**config.mk**
```make
export PLATFORM = sky130hd
export DESIGN_NAME = expon_arbiter_flat
export DESIGN_NICKNAME = d
export VERILOG_FILES = /design/src/rtl/expon_arbiter_if.sv /design/src/rtl/expon_arbiter.sv /design/src/flat_wrapper.sv
export SDC_FILE = /design/constraint.sdc
export NUM_CORES = 1
export LEC_CHECK = 0
export BUFFER_PORTS_ARGS = -buffer_cell sky130_fd_sc_hd__buf_2
export CAP_MARGIN = 5
export CORE_AREA = 2 2 143 89
export CTS_BUF_LIST = sky130_fd_sc_hd__clkbuf_4
export CTS_CLUSTER_DIAMETER = 100
export CTS_CLUSTER_SIZE = 12
export DETAILED_ROUTE_END_ITERATION = 16
export DIE_AREA = 0 0 145 91
export PLACE_DENSITY = 0.77
export SLEW_MARGIN = 20
export SYNTH_ARGS = -nofsm -noshare
export SYNTH_HDL_FRONTEND = slang
export SYNTH_SLANG_ARGS = --single-unit
```
**constraint.sdc**
```tcl
create_clock -name clk -period 2.1 [get_ports clk]
set_clock_uncertainty 0.1 [all_clocks]
set_input_delay 0.21 -clock clk [delete_from_list [all_inputs] [get_ports clk]]
set_output_delay 0.21 -clock clk [all_outputs]
set_load 0.05 [all_outputs]
```
**src/rtl/expon_arbiter_if.sv**
```systemverilog
// Requester and engine-side signals of the shared e^x engine arbiter.
// The arbiter takes the slave view; the requesters/engine environment takes the master view.
interface expon_arbiter_if #(
   parameter int NREQ = 4
);
   logic [NREQ-1:0]    req;
   logic [NREQ*32-1:0] req_x;
   logic [NREQ-1:0]    gnt;
   logic [NREQ-1:0]    done;
   logic [31:0]        y;
   logic               err;
   logic               busy;
   logic [31:0]        eng_x;
   logic               eng_start;
   logic               eng_done;
   logic [31:0]        eng_y;

   modport master (
      output req, req_x, eng_done, eng_y,
      input  gnt, done, y, err, busy, eng_x, eng_start
   );

   modport slave (
      input  req, req_x, eng_done, eng_y,
      output gnt, done, y, err, busy, eng_x, eng_start
   );
endinterface

```
**src/rtl/expon_arbiter.sv**
```systemverilog
// Round-robin arbiter that serialises NREQ requesters onto one exponential engine:
// grant, issue a start pulse, wait for the result (bounded by TIMEOUT), return it.
module expon_arbiter #(
   parameter int NREQ    = 4,
   parameter int TIMEOUT = 16,
   parameter int TW      = 5
) (
   input logic            clk,
   input logic            res,
   expon_arbiter_if.slave bus
);
   localparam int              IW        = (NREQ > 1) ? $clog2(NREQ) : 1;
   localparam logic [IW-1:0]   LAST_IDX  = IW'(NREQ - 1);
   localparam logic [TW-1:0]   TIMER_MAX = TW'(TIMEOUT - 1);
   localparam logic [NREQ-1:0] ONE       = NREQ'(1);

   typedef enum logic [1:0] {IDLE, ISSUE, WAIT, RESP} state_t;

   state_t          state;
   logic [NREQ-1:0] gnt_q;
   logic [NREQ-1:0] done_q;
   logic [NREQ-1:0] mask;
   logic [31:0]     y_q;
   logic [31:0]     eng_x_q;
   logic            err_q;
   logic            busy_q;
   logic            eng_start_q;
   logic [TW-1:0]   timer;
   logic [IW-1:0]   last;
   logic [IW-1:0]   sel;

   logic [NREQ-1:0] eff;
   logic            pick_valid;
   logic [IW-1:0]   pick;
   logic [IW-1:0]   cand;
   logic [31:0]     x_arr [NREQ];

   for (genvar i = 0; i < NREQ; i++) begin : g_x
      assign x_arr[i] = bus.req_x[32*i +: 32];
   end

   // Search starts just after the last winner and wraps, giving round-robin order.
   // NOTE: every variable gets a default before the loop so no latch can be inferred.
   always_comb begin
      eff        = bus.req & ~mask;
      pick_valid = 1'b0;
      pick       = '0;
      cand       = last;
      for (int k = 0; k < NREQ; k++) begin
         cand = (cand == LAST_IDX) ? '0 : cand + IW'(1);
         if (!pick_valid && eff[cand]) begin
            pick_valid = 1'b1;
            pick       = cand;
         end
      end
   end

   // NOTE: sequential state uses non-blocking assignments so every register samples pre-edge values.
   always_ff @(posedge clk) begin
      if (res) begin
         state       <= IDLE;
         gnt_q       <= '0;
         done_q      <= '0;
         mask        <= '0;
         y_q         <= '0;
         eng_x_q     <= '0;
         err_q       <= 1'b0;
         busy_q      <= 1'b0;
         eng_start_q <= 1'b0;
         timer       <= '0;
         last        <= LAST_IDX;
         sel         <= '0;
      end else begin
         case (state)
            IDLE: begin
               mask <= '0;
               if (pick_valid) begin
                  sel         <= pick;
                  gnt_q       <= ONE << pick;
                  eng_x_q     <= x_arr[pick];
                  eng_start_q <= 1'b1;
                  busy_q      <= 1'b1;
                  state       <= ISSUE;
               end
            end
            ISSUE: begin
               eng_start_q <= 1'b0;
               timer       <= '0;
               state       <= WAIT;
            end
            WAIT: begin
               timer <= timer + TW'(1);
               // A result arriving on the last allowed cycle still counts as success.
               if (bus.eng_done) begin
                  y_q    <= bus.eng_y;
                  err_q  <= 1'b0;
                  done_q <= gnt_q;
                  state  <= RESP;
               end else if (timer == TIMER_MAX) begin
                  y_q    <= '0;
                  err_q  <= 1'b1;
                  done_q <= gnt_q;
                  state  <= RESP;
               end
            end
            RESP: begin
               done_q <= '0;
               gnt_q  <= '0;
               err_q  <= 1'b0;
               busy_q <= 1'b0;
               last   <= sel;
               // Blocks the winner for one IDLE cycle so a late-dropped req is not re-granted.
               mask   <= gnt_q;
               state  <= IDLE;
            end
            default: state <= IDLE;
         endcase
      end
   end

   assign bus.gnt       = gnt_q;
   assign bus.done      = done_q;
   assign bus.y         = y_q;
   assign bus.err       = err_q;
   assign bus.busy      = busy_q;
   assign bus.eng_x     = eng_x_q;
   assign bus.eng_start = eng_start_q;
endmodule

```
**src/flat_wrapper.sv**
```systemverilog
// flat-port wrapper written by rule: the top's interface ports become plain ports
module expon_arbiter_flat 
#(
   parameter int NREQ    = 4,
   parameter int TIMEOUT = 16,
   parameter int TW      = 5
)
  (clk, res, bus_req, bus_req_x, bus_eng_done, bus_eng_y, bus_gnt, bus_done, bus_y, bus_err, bus_busy, bus_eng_x, bus_eng_start);
  expon_arbiter_if #(.NREQ(NREQ)) bus_i ();
  input logic clk;
  input logic res;
  input wire logic [$bits(bus_i.req)-1:0] bus_req;
  input wire logic [$bits(bus_i.req_x)-1:0] bus_req_x;
  input wire logic [$bits(bus_i.eng_done)-1:0] bus_eng_done;
  input wire logic [$bits(bus_i.eng_y)-1:0] bus_eng_y;
  output wire logic [$bits(bus_i.gnt)-1:0] bus_gnt;
  output wire logic [$bits(bus_i.done)-1:0] bus_done;
  output wire logic [$bits(bus_i.y)-1:0] bus_y;
  output wire logic [$bits(bus_i.err)-1:0] bus_err;
  output wire logic [$bits(bus_i.busy)-1:0] bus_busy;
  output wire logic [$bits(bus_i.eng_x)-1:0] bus_eng_x;
  output wire logic [$bits(bus_i.eng_start)-1:0] bus_eng_start;
  assign bus_i.req = bus_req;
  assign bus_i.req_x = bus_req_x;
  assign bus_i.eng_done = bus_eng_done;
  assign bus_i.eng_y = bus_eng_y;
  assign bus_gnt = bus_i.gnt;
  assign bus_done = bus_i.done;
  assign bus_y = bus_i.y;
  assign bus_err = bus_i.err;
  assign bus_busy = bus_i.busy;
  assign bus_eng_x = bus_i.eng_x;
  assign bus_eng_start = bus_i.eng_start;
  expon_arbiter #(.NREQ(NREQ), .TIMEOUT(TIMEOUT), .TW(TW)) u_core (.clk(clk), .res(res), .bus(bus_i));
endmodule
```
==> metrics.cfg, run 1 <==
[clocking]
insertion_delay_ns = 0.44
clk_pin_slew_ns = 0.15
h-tree-depth = 3
cts_sinks = 90
cts_buffer_depth = 2
tritoncts = done
numCtsBuffers = 9
clockRootBuffer = clkbuf_4

[place]
port_buffers = 241
dp.cells = 1016
gp_congestion = 0.853
dp_hpwl_mm = 11.1

[global_route]
grt_pass1_wl_mm = 28.8
grt_antenna_before_repair = 0
grt_overflow = 0
grt_max_degree = 41
grt_pass1_vias = 5778
grt.total_usage = 0.267

[drt]
post-route-drc-count = 0
final_antenna_net_count = 0
viasPerCell = 5.25
drt_pass1_iterations = 5
wirelength_mm = 18.2
wl_per_cell_um = 15.8
num_vias = 6047
drt_iter0_drc = 450

[die]
die_w_um = 145
num_rows = 31
start_util = 0.423
io_pins = 242
coreArea_mm2 = 0.0118
die_y_um = 91
design.die.area_mm2 = 0.0132

[synth]
synth_top_area_frac = 0.360
synthCells = 627
yosysWarnings = 0
synth_top_cell_by_area = dfxtp_1
avgSynthCellArea_um2 = 7.97
synth_nets = 801
synthFlopType = dfxtp_1
netlist_area_mm2 = 0.00500
synthTopCellsByArea = dfxtp_1 36%, mux2i_1 8.2%, a22oi_1 5.4%
ys_seq_area_frac = 0.360
synth_edf_count = 0
synth-seq-cells = 90
async_flop_share = 0
synthDistinctLibCells = 49

[setup_path]
crit_path_top_delay_cell = dfxtp_1
max_stage_delay_ns = 0.36
path_class = flop to flop
cp_data_arrival_time_ns = 2.27
cp_cell_sequence = ha_4, nor2_4, o221ai_4, a21oi_4, buf_12, clkbuf_16, mux2i_1, o21ai_1
endpoint_kind = flop
path_buf_inv = 2
startpoint_type = flop
crit_family = compound AO/OA/AOI/OAI gates
cp.required_ns = 2.34
crit_path_max_fanout = 11

[pwr]
p_comb_frac = 0.593
peakVddDrop_v = 0.000656
p_switching_mw = 3.87
p_clk_frac = 0.110
p_int_mw = 4.02
sw_frac_of_total = 0.490
p_leak_nw = 3.67
p_per_area_mw_per_mm2 = 993
pwr-share-seq = 0.297

[final_layout]
drive_above_1_share = 0.324
area_delta_synth_final_pct = 58.8
nFillCells = 917
register_area_mm2 = 0.00180
multi_input_area_mm2 = 0.00282
antenna_cells = 0
nNetsFinal = 1155
fin_cells = 1151

[run_status]
status = finished, final reports clean

[sta]
fin_tns_setup_ns = 0
layout_min_cycle_time_ns = 2.03
timing.final.crit_share = 0.965
fmax_ghz = 0.493
slew-limit-headroom = 0.702
finalHoldViolCount = 0
setup_viol = 0
worstMarginPinSlew_ns = 0.436
slew_viol_final = 0

[worst_hold_path]
hold_class = input pin to flop

[run]
drv_cap = 0

worst register-to-register path, stage by stage, from the launching register on:
cell       delay [ns]
dfxtp_1          0.36
ha_4             0.18
nor2_4           0.27
o221ai_4         0.17
a21oi_4          0.18
buf_12           0.14
clkbuf_16        0.19
mux2i_1          0.23
o21ai_1          0.10
layout make-up:
type | instances | area share
Clock buffer | 11 | 0.0104
Sequential cell | 90 | 0.227
Clock inverter | 5 | 0.00394
Tap cell | 165 | 0.0260
Multi-Input combinational cell | 422 | 0.355
Inverter | 65 | 0.0307
Timing Repair Buffer | 393 | 0.347
per-stage QoR:
stage | utilization | area (um2) | setup WS (ns) | total power, mW | hold WS (ns)
2_1_floorplan | - | 5000 | 0.0682 | 5.51 | 0.273
3_3_place_gp | 0.549 | 6490 | -0.000646 | 6.57 | 0.356
3_5_place_dp | 0.549 | 6490 | -0.101 | 6.61 | 0.367
4_1_cts | 0.657 | 7770 | 0.0423 | 7.65 | 0.0320
5_1_grt | 0.671 | 7940 | -0.00571 | 8.32 | 0.0543
6_report | 0.671 | 7940 | 0.0733 | 7.88 | 0.0602
layout by cell type (no fill, tap or decap), drive strengths merged, types with 3 or more instances in the layout:
cell	Yosys	routed
a211oi	24	24
a21oi	56	56
a221o	9	9
a22oi	36	36
a31oi	24	24
buf	22	276
clkbuf	28	13
clkinv	1	6
dfxtp	90	90
dlygate4sd3	0	115
ha	7	7
inv	64	64
mux2i	41	41
nand2	63	63
nand2b	5	5
nand3	5	5
nor2	58	58
nor2b	6	6
nor3	3	3
o21ai	32	32
o2bb2ai	10	10
o31ai	25	25
path summary, 6_finish.rpt:
| kind | startpoint | to | slack (ns) | cells after the start |
|---|---|---|---|---|
| max | u_core.last[0]$_SDFFE_PP1P_ | u_core.bus.eng_x[2]$_SDFFE_PP0P_ | 0.07 | 8 |
| min | bus_req_x[15] | u_core.bus.eng_x[15]$_SDFFE_PP0P_ | 0.06 | 5 |
| max reg2reg | u_core.last[0]$_SDFFE_PP1P_ | u_core.bus.eng_x[2]$_SDFFE_PP0P_ | 0.07 | 8 |
| min reg2reg | u_core.timer[1]$_SDFFE_PP0P_ | u_core.timer[1]$_SDFFE_PP0P_ | 0.40 | 2 |
per-layer routing:
layer / GRT usage / vias up / share of wire
li1: - / 2939 / -
met1: 0.337 / 2745 / 0.43
met2: 0.443 / 301 / 0.46
met3: 0.0578 / 62 / 0.068
met4: 0.111 / 0 / 0.038
met5: 0 / - / 0
logic make-up (layout without fill, tap and decap cells):
logic type,count (synthesis),after routing,synth area share
multiplexers,41,41,0.0821
AND/OR/NAND/NOR,146,146,0.126
flip-flops,90,90,0.360
AO/OA/AOI/OAI,228,228,0.318
adder cells (fa/ha/maj),7,7,0.0175
buffers and inverters,115,474,0.0958
power groups by stage:
stage	logic [mW]	clock network, mW	registers [mW]
after floorplan	1.93	0	3.58
after global placement	4.22	0	2.35
after detailed placement	4.25	0	2.36
after CTS	4.43	0.893	2.32
after global routing	4.97	0.965	2.39
final	4.68	0.868	2.34
cell usage after synthesis (2+ instances only):
library cell	n
buf_6	3
nor3_1	3
o21ai_0	8
ha_1	7
mux2i_1	41
clkbuf_1	28
o21ai_1	23
a22oi_1	36
a221o_1	9
nor3b_1	2
nand3_1	5
inv_1	64
nand2_1	63
o31ai_1	25
dfxtp_1	90
nor2_1	57
buf_4	2
o221ai_2	2
a31oi_1	24
nor2b_1	4
a211oi_1	23
buf_1	3
a21oi_1	53
o2bb2ai_1	10
buf_2	14
nand2b_1	4
a21oi_2	2
flip-flops by register name, indices dropped and copies added (netlist names):
name                  cells
u_core.bus.eng_start      1
u_core.bus.gnt            4
u_core.sel                2
u_core.bus.eng_x         32
u_core.last               2
u_core.bus.err            1
u_core.bus.done           4
u_core.state              2
u_core.bus.y             32
u_core.timer              5
u_core.bus.busy           1
u_core.mask               4
repair_timing:
item                                   CTS  global route
hold buffers                           115             0
endpoints found under the hold margin   67             0
gates resized for setup                  1            18
setup endpoints to repair                9            61
setup buffers                            1             1
pin swaps                                0             2
cloned                                   0             2
Note: power is estimated with default switching activity, not from simulation.
==> run 2: changes to the inputs <==
==> constraint.sdc (replaced) <==
create_clock -name clk -period 2.1 [get_ports clk]
set_clock_uncertainty 0.1 [all_clocks]
set_input_delay 0.525 -clock clk [delete_from_list [all_inputs] [get_ports clk]]
set_output_delay 0.525 -clock clk [all_outputs]
set_load 0.05 [all_outputs]
==> run 2 against run 1 <==
  * Sequential power hardly changed
  * Clock-buffer cell count stayed put
  * Worst setup slack better by 0.032 ns
  * Sequential share of layout area is 4.1 points higher
  * Register-to-register slack better by 0.03 ns
  * Via count is 11% lower
  * Flip-flop and latch count stayed put
  * First-iteration DRC count is 39% lower
  * Combinational power is 8.3% lower
  * Critical path type unchanged
==> metrics.cfg, run 2 (same netlist as run 1, synthesis figures left out) <==
[place]
post-place-ws_ns = -0.158  ; -0.0572 ns
port_buffers = 241  ; unchanged
dp_hpwl_mm = 11.2  ; +0.54%
gp_congestion = 0.863  ; +1.1%

[sta]
fmax_ghz = 0.501  ; +1.6%
timing.final.crit_share = 0.950  ; -0.0154
setup_viol = 0  ; unchanged
finalHoldViolCount = 0  ; unchanged
slew-limit-headroom = 0.696  ; -0.00591
rsz0062_at_grt = false
worstMarginPinSlew_ns = 0.456  ; +0.0201 ns
slew_viol_final = 0  ; unchanged
setup_ws_ns = 0.106  ; +0.0324 ns
layout_min_cycle_time_ns = 1.99  ; -0.0324 ns

[global_route]
top_usage_layer = met2
grt_overflow = 0  ; unchanged
grt_max_degree = 46  ; +12%
grt.total_usage = 0.224  ; -0.0428
grt_pass1_wl_mm = 24.5  ; -15%
use_met3 = 0.0518  ; -0.00603
grt_antenna_before_repair = 0  ; unchanged
grt_pass1_vias = 4897  ; -15%
grt_use_met2 = 0.353  ; -0.0901
use_met1 = 0.313  ; -0.0241

[final_layout]
most-common-layout-cells = 241 x buf_2, 90 x dfxtp_1, 64 x inv_1, 63 x nand2_1, 57 x nor2_1
final_common_cell = buf_2
multi_input_area_mm2 = 0.00274  ; -2.6%
register_area_mm2 = 0.00180  ; about the same
antenna_cells = 0  ; unchanged
area_delta_synth_final_pct = 34.3
nFillCells = 1086  ; +18%
drive_above_1_share = 0.361  ; +0.0374
nNetsFinal = 1040  ; -10%

[run_status]
status = finished, final reports clean

[die]
die_y_um = 91  ; unchanged
io_pins = 242  ; unchanged
num_rows = 31  ; unchanged
coreArea_mm2 = 0.0118  ; unchanged
die_w_um = 145  ; unchanged
design.die.area_mm2 = 0.0132  ; unchanged
start_util = 0.423  ; unchanged

[drt]
wirelength_mm = 15.1  ; -17%
final_antenna_net_count = 0  ; unchanged
post-route-drc-count = 0  ; unchanged
num_vias = 5356  ; -11%
drt_iter0_drc = 274  ; -39%
drt_pass1_iterations = 5  ; unchanged
wl_per_cell_um = 14.6  ; -8.0%
viasPerCell = 5.17  ; -1.5%

[setup_path]
crit_path_max_fanout = 26  ; +15
cp.required_ns = 2.34  ; about the same
endpoint_kind = flop
startpoint_type = flop
path_class = flop to flop
cp_data_arrival_time_ns = 2.23  ; -0.04 ns

[pwr]
power_mw = 7.47  ; -5.3%
p_leak_nw = 3.18  ; -13%
p_per_area_mw_per_mm2 = 1110  ; +12%
peakVddDrop_v = 0.000724  ; +10%

[clocking]
clk_pin_slew_ns = 0.15  ; about the same
cts_sinks = 90  ; unchanged
cts_buffer_depth = 2  ; unchanged
h-tree-depth = 3  ; unchanged
clockRootBuffer = clkbuf_4
numCtsBuffers = 9  ; unchanged
tritoncts = done
insertion_delay_ns = 0.45  ; about the same

[run]
drv_cap = 0  ; unchanged

[worst_hold_path]
hold_class = input pin to flop

## run 2: cell types whose count changed in the layout (fill, tap and decap cells not counted), sizes merged
cell / delta
clkbuf: -2
inv: +2
buf: +2
clkinv: -5
dlygate4sd3: -115
clkinvlp: +2
## run 2: through the flow
stage                     cells  hold slack, ns   util  cell area (um2)  setup TNS [ns]
after floorplan             627           0.345      -             5000               0
after global placement     1018           0.358  0.554             6560           -1.20
after detailed placement   1018           0.367  0.554             6560           -1.40
after CTS                  1033           0.187  0.564             6670               0
after global routing       1035           0.198  0.568             6720               0
final                      1035           0.216  0.568             6720               0
## run 2: metal layers
layer | up-vias | share of wire
met5 | - | 0
met4 | 0 | 0.0080
met3 | 13 | 0.064
met2 | 188 | 0.45
met1 | 2447 | 0.48
li1 | 2708 | -
## run 2: power by group
| part | internal (mW) | switching (mW) |
|---|---|---|
| Combinational | 1.39 | 2.90 |
| Sequential | 2.11 | 0.219 |
| Clock | 0.266 | 0.587 |
## run 2: repair_timing
action,CTS,global route
gates resized for setup,1,6
endpoints found under the hold margin,0,0
hold buffers,0,0
setup buffers,0,2
endpoints found under the setup margin,9,33
pin swaps,0,1
## run 2: final cells by class
type	count	area share
clock buffer	11	0.0123
clock inverter	4	0.00428
inverter	65	0.0363
multi-input combinational	422	0.409
sequential	90	0.268
tap	165	0.0307
timing repair buffer	278	0.240
## run 2: path summary, 6_finish.rpt
path / start / to / slack (ns) / cells after the start
setup reg to reg: u_core.last[0]$_SDFFE_PP1P_ / u_core.bus.eng_x[22]$_SDFFE_PP0P_ / 0.11 / 7
hold reg to reg: u_core.timer[1]$_SDFFE_PP0P_ / u_core.timer[1]$_SDFFE_PP0P_ / 0.39 / 2
setup / recovery: u_core.last[0]$_SDFFE_PP1P_ / u_core.bus.eng_x[22]$_SDFFE_PP0P_ / 0.11 / 7
hold / removal: bus_eng_y[17] / u_core.bus.y[17]$_SDFFE_PP0P_ / 0.22 / 3
## run 2: critical path, cell delays in order, from the launching register on
cell and delay, ns:
dfxtp_1 0.35, ha_2 0.21, nor2_4 0.22, o221ai_2 0.16, a21oi_4 0.22, buf_12 0.23, mux2i_1 0.29, o21ai_1 0.09
==> run 3: changes to the inputs <==
CORE_AREA = 2 2 144 90   (was 2 2 143 89)
CTS_BUF_LIST = sky130_fd_sc_hd__clkbuf_16   (was sky130_fd_sc_hd__clkbuf_4)
DIE_AREA = 0 0 146 92   (was 0 0 145 91)
PLACE_DENSITY = 0.76   (was 0.77)
==> run 3 against run 2 <==
  * Clock-buffer cell count shrank 2
  * Worst setup slack worse by 0.038 ns
  * Non-clock buffer count grew 7
  * Largest power group unchanged
==> metrics.cfg, run 3 (same netlist as run 1, synthesis figures left out) <==
[setup_path]
max_stage_delay_ns = 0.34  ; about the same
reg2reg_to = u_core.bus.eng_x[11]$_SDFFE_PP0P_
rr_startpoint = u_core.last[1]$_SDFFE_PP1P_
cp_data_arrival_time_ns = 2.17  ; -0.06 ns
reg2reg_depth = 7  ; unchanged
startpoint_type = flop
crit_path_max_fanout = 8  ; -69%
path_class = flop to flop
crit_path_top_delay_cell = dfxtp_2
endpoint_kind = flop
cp_cell_sequence = ha_4, buf_4, o221ai_2, a21oi_4, clkbuf_16, mux2i_1, o2bb2ai_1
r2r_slack_ns = 0.07  ; -0.04 ns
cp.required_ns = 2.23  ; -0.11 ns

[drt]
post-route-drc-count = 0  ; unchanged
drt_pass1_iterations = 5  ; unchanged
final_antenna_net_count = 0  ; unchanged
drt_iter0_drc = 305  ; +11%
wl_per_cell_um = 15.8  ; +8.6%
num_vias = 5475  ; +2.2%
viasPerCell = 5.22  ; +0.95%
wirelength_mm = 16.6  ; +9.9%

[run_status]
status = finished, final reports clean

[final_layout]
most-common-layout-cells = 241 x buf_2, 88 x dfxtp_1, 64 x inv_1, 63 x nand2_1, 57 x nor2_1
nFillCells = 1148  ; +5.7%
antenna_cells = 0  ; unchanged
nNetsFinal = 1047  ; +0.67%
final_common_cell = buf_2
drive_above_1_share = 0.374  ; +0.0127
area_delta_synth_final_pct = 43.3

[clocking]
cts_hold_buf = 0  ; unchanged
clk_pin_slew_ns = 0.07  ; -0.08 ns
tritoncts = done
insertion_delay_ns = 0.34  ; -0.11 ns
h-tree-depth = 3  ; unchanged
cts_sinks = 90  ; unchanged
numCtsBuffers = 9  ; unchanged
cts_buffer_depth = 2  ; unchanged
clockRootBuffer = clkbuf_16

[worst_hold_path]
min_to = u_core.bus.y[25]$_SDFFE_PP0P_
hold_class = input pin to flop
min_from = bus_eng_y[25]
holdPathStages = 3  ; unchanged

[global_route]
grt.total_usage = 0.232  ; +0.00790
grt_antenna_before_repair = 0  ; unchanged
grt_overflow = 0  ; unchanged
grt_pass1_vias = 5056  ; +3.2%
grt_pass1_wl_mm = 25.4  ; +3.5%
grt_max_degree = 48  ; +4.3%

[sta]
finalHoldViolCount = 0  ; unchanged
timing.hold.ws_ns = 0.325  ; +0.109 ns
timing.final.crit_share = 0.968  ; +0.0179
rsz0062_at_grt = false
fin_tns_setup_ns = 0  ; unchanged
slew_viol_final = 0  ; unchanged
fmax_ghz = 0.492  ; -1.9%
setup_viol = 0  ; unchanged
worstMarginPinSlew_ns = 0.522  ; +0.0659 ns
slew-limit-headroom = 0.650  ; -0.0463
layout_min_cycle_time_ns = 2.03  ; +0.0376 ns

[place]
dp_hpwl_mm = 11.8  ; +5.4%
gp_congestion = 0.868  ; +0.60%
port_buffers = 241  ; unchanged

[die]
num_rows = 32  ; +3.2%
start_util = 0.405  ; -0.0172
coreArea_mm2 = 0.0123  ; +4.2%
die_w_um = 146  ; +0.69%
io_pins = 242  ; unchanged
die_y_um = 92  ; +1.1%
design.die.area_mm2 = 0.0134  ; +1.8%

[pwr]
p_leak_nw = 3.36  ; +5.8%
p_per_area_mw_per_mm2 = 1240  ; +11%
peakVddDrop_v = 0.000573  ; -21%

[run]
drv_cap = 0  ; unchanged

-- run 3: cell count changes in the layout (fill, tap and decap cells not counted), moves of 2 or more --
cell       delta
dfxtp_2       +2
dfxtp_1       -2
buf_12        +4
clkbuf_16    +12
bufinv_16     +3
clkbuf_4     -11
-- run 3: critical path, delay by kind of cell, from the launching register on --
family | cells | cell delay (ns)
AOI/OAI and AO/OA | 3 | 0.51
buffers and inverters | 2 | 0.43
muxes | 1 | 0.25
adders and majority gates | 1 | 0.29
DFF | 1 | 0.34
-- run 3: worst max-delay path by stage --
stage	start	to	slack (ns)	cells past startpoint
floorplan	u_core.timer[0]$_SDFFE_PP0P_	u_core.bus.y[10]$_SDFFE_PP0P_	0.07	7
global placement	bus_req[2]	u_core.bus.eng_x[3]$_SDFFE_PP0P_	-0.13	6
detailed placement	bus_req[2]	u_core.bus.gnt[1]$_SDFFE_PP0P_	-0.17	7
CTS	u_core.last[0]$_SDFFE_PP1P_	u_core.bus.gnt[1]$_SDFFE_PP0P_	0.004	6
global route	u_core.timer[0]$_SDFFE_PP0P_	u_core.bus.done[0]$_SDFFE_PP0P_	0.007	9
finish	u_core.last[1]$_SDFFE_PP1P_	u_core.bus.eng_x[11]$_SDFFE_PP0P_	0.07	7
-- run 3: per-layer routing --
| layer | global-route usage | vias up | part of all wire |
|---|---|---|---|
| li1 | - | 2723 | - |
| met1 | 0.318 | 2488 | 0.46 |
| met2 | 0.368 | 247 | 0.44 |
| met3 | 0.0632 | 17 | 0.086 |
| met4 | 0.0437 | 0 | 0.0084 |
| met5 | 0 | - | 0 |
-- run 3: report_power, final --
part	switching [mW]	total, mW	internal, mW
Sequential	0.233	2.34	2.11
Combinational	3.02	4.64	1.62
Clock	0.720	1.89	1.17
-- run 3: metrics by stage --
stage | utilization | power [mW] | cells | instance area, um2 | setup slack [ns]
final | 0.581 | 8.88 | 1048 | 7170 | 0.0682
after global routing | 0.581 | 9.40 | 1048 | 7170 | 0.00688
after CTS | 0.566 | 8.74 | 1041 | 6980 | 0.00429
after detailed placement | 0.538 | 6.82 | 1025 | 6630 | -0.175
after global placement | 0.538 | 6.76 | 1025 | 6630 | -0.126
after floorplan | - | 5.51 | 627 | 5000 | 0.0682
-- run 3: final cells by class --
cell class	instances	area (um2)	share of cell area
tap	170	213	0.0297
timing repair buffer	285	1770	0.247
clock buffer	9	225	0.0314
inverter	65	244	0.0340
clock inverter	7	124	0.0173
sequential	90	1800	0.252
multi-input combinational	422	2790	0.389
-- run 3: what timing repair did --
action	CTS	global route
gates resized for setup	1	13
endpoints found under the hold margin	0	0
cloned	0	4
pin swaps	0	2
endpoints found under the setup margin	9	33
buffers inserted	0	3
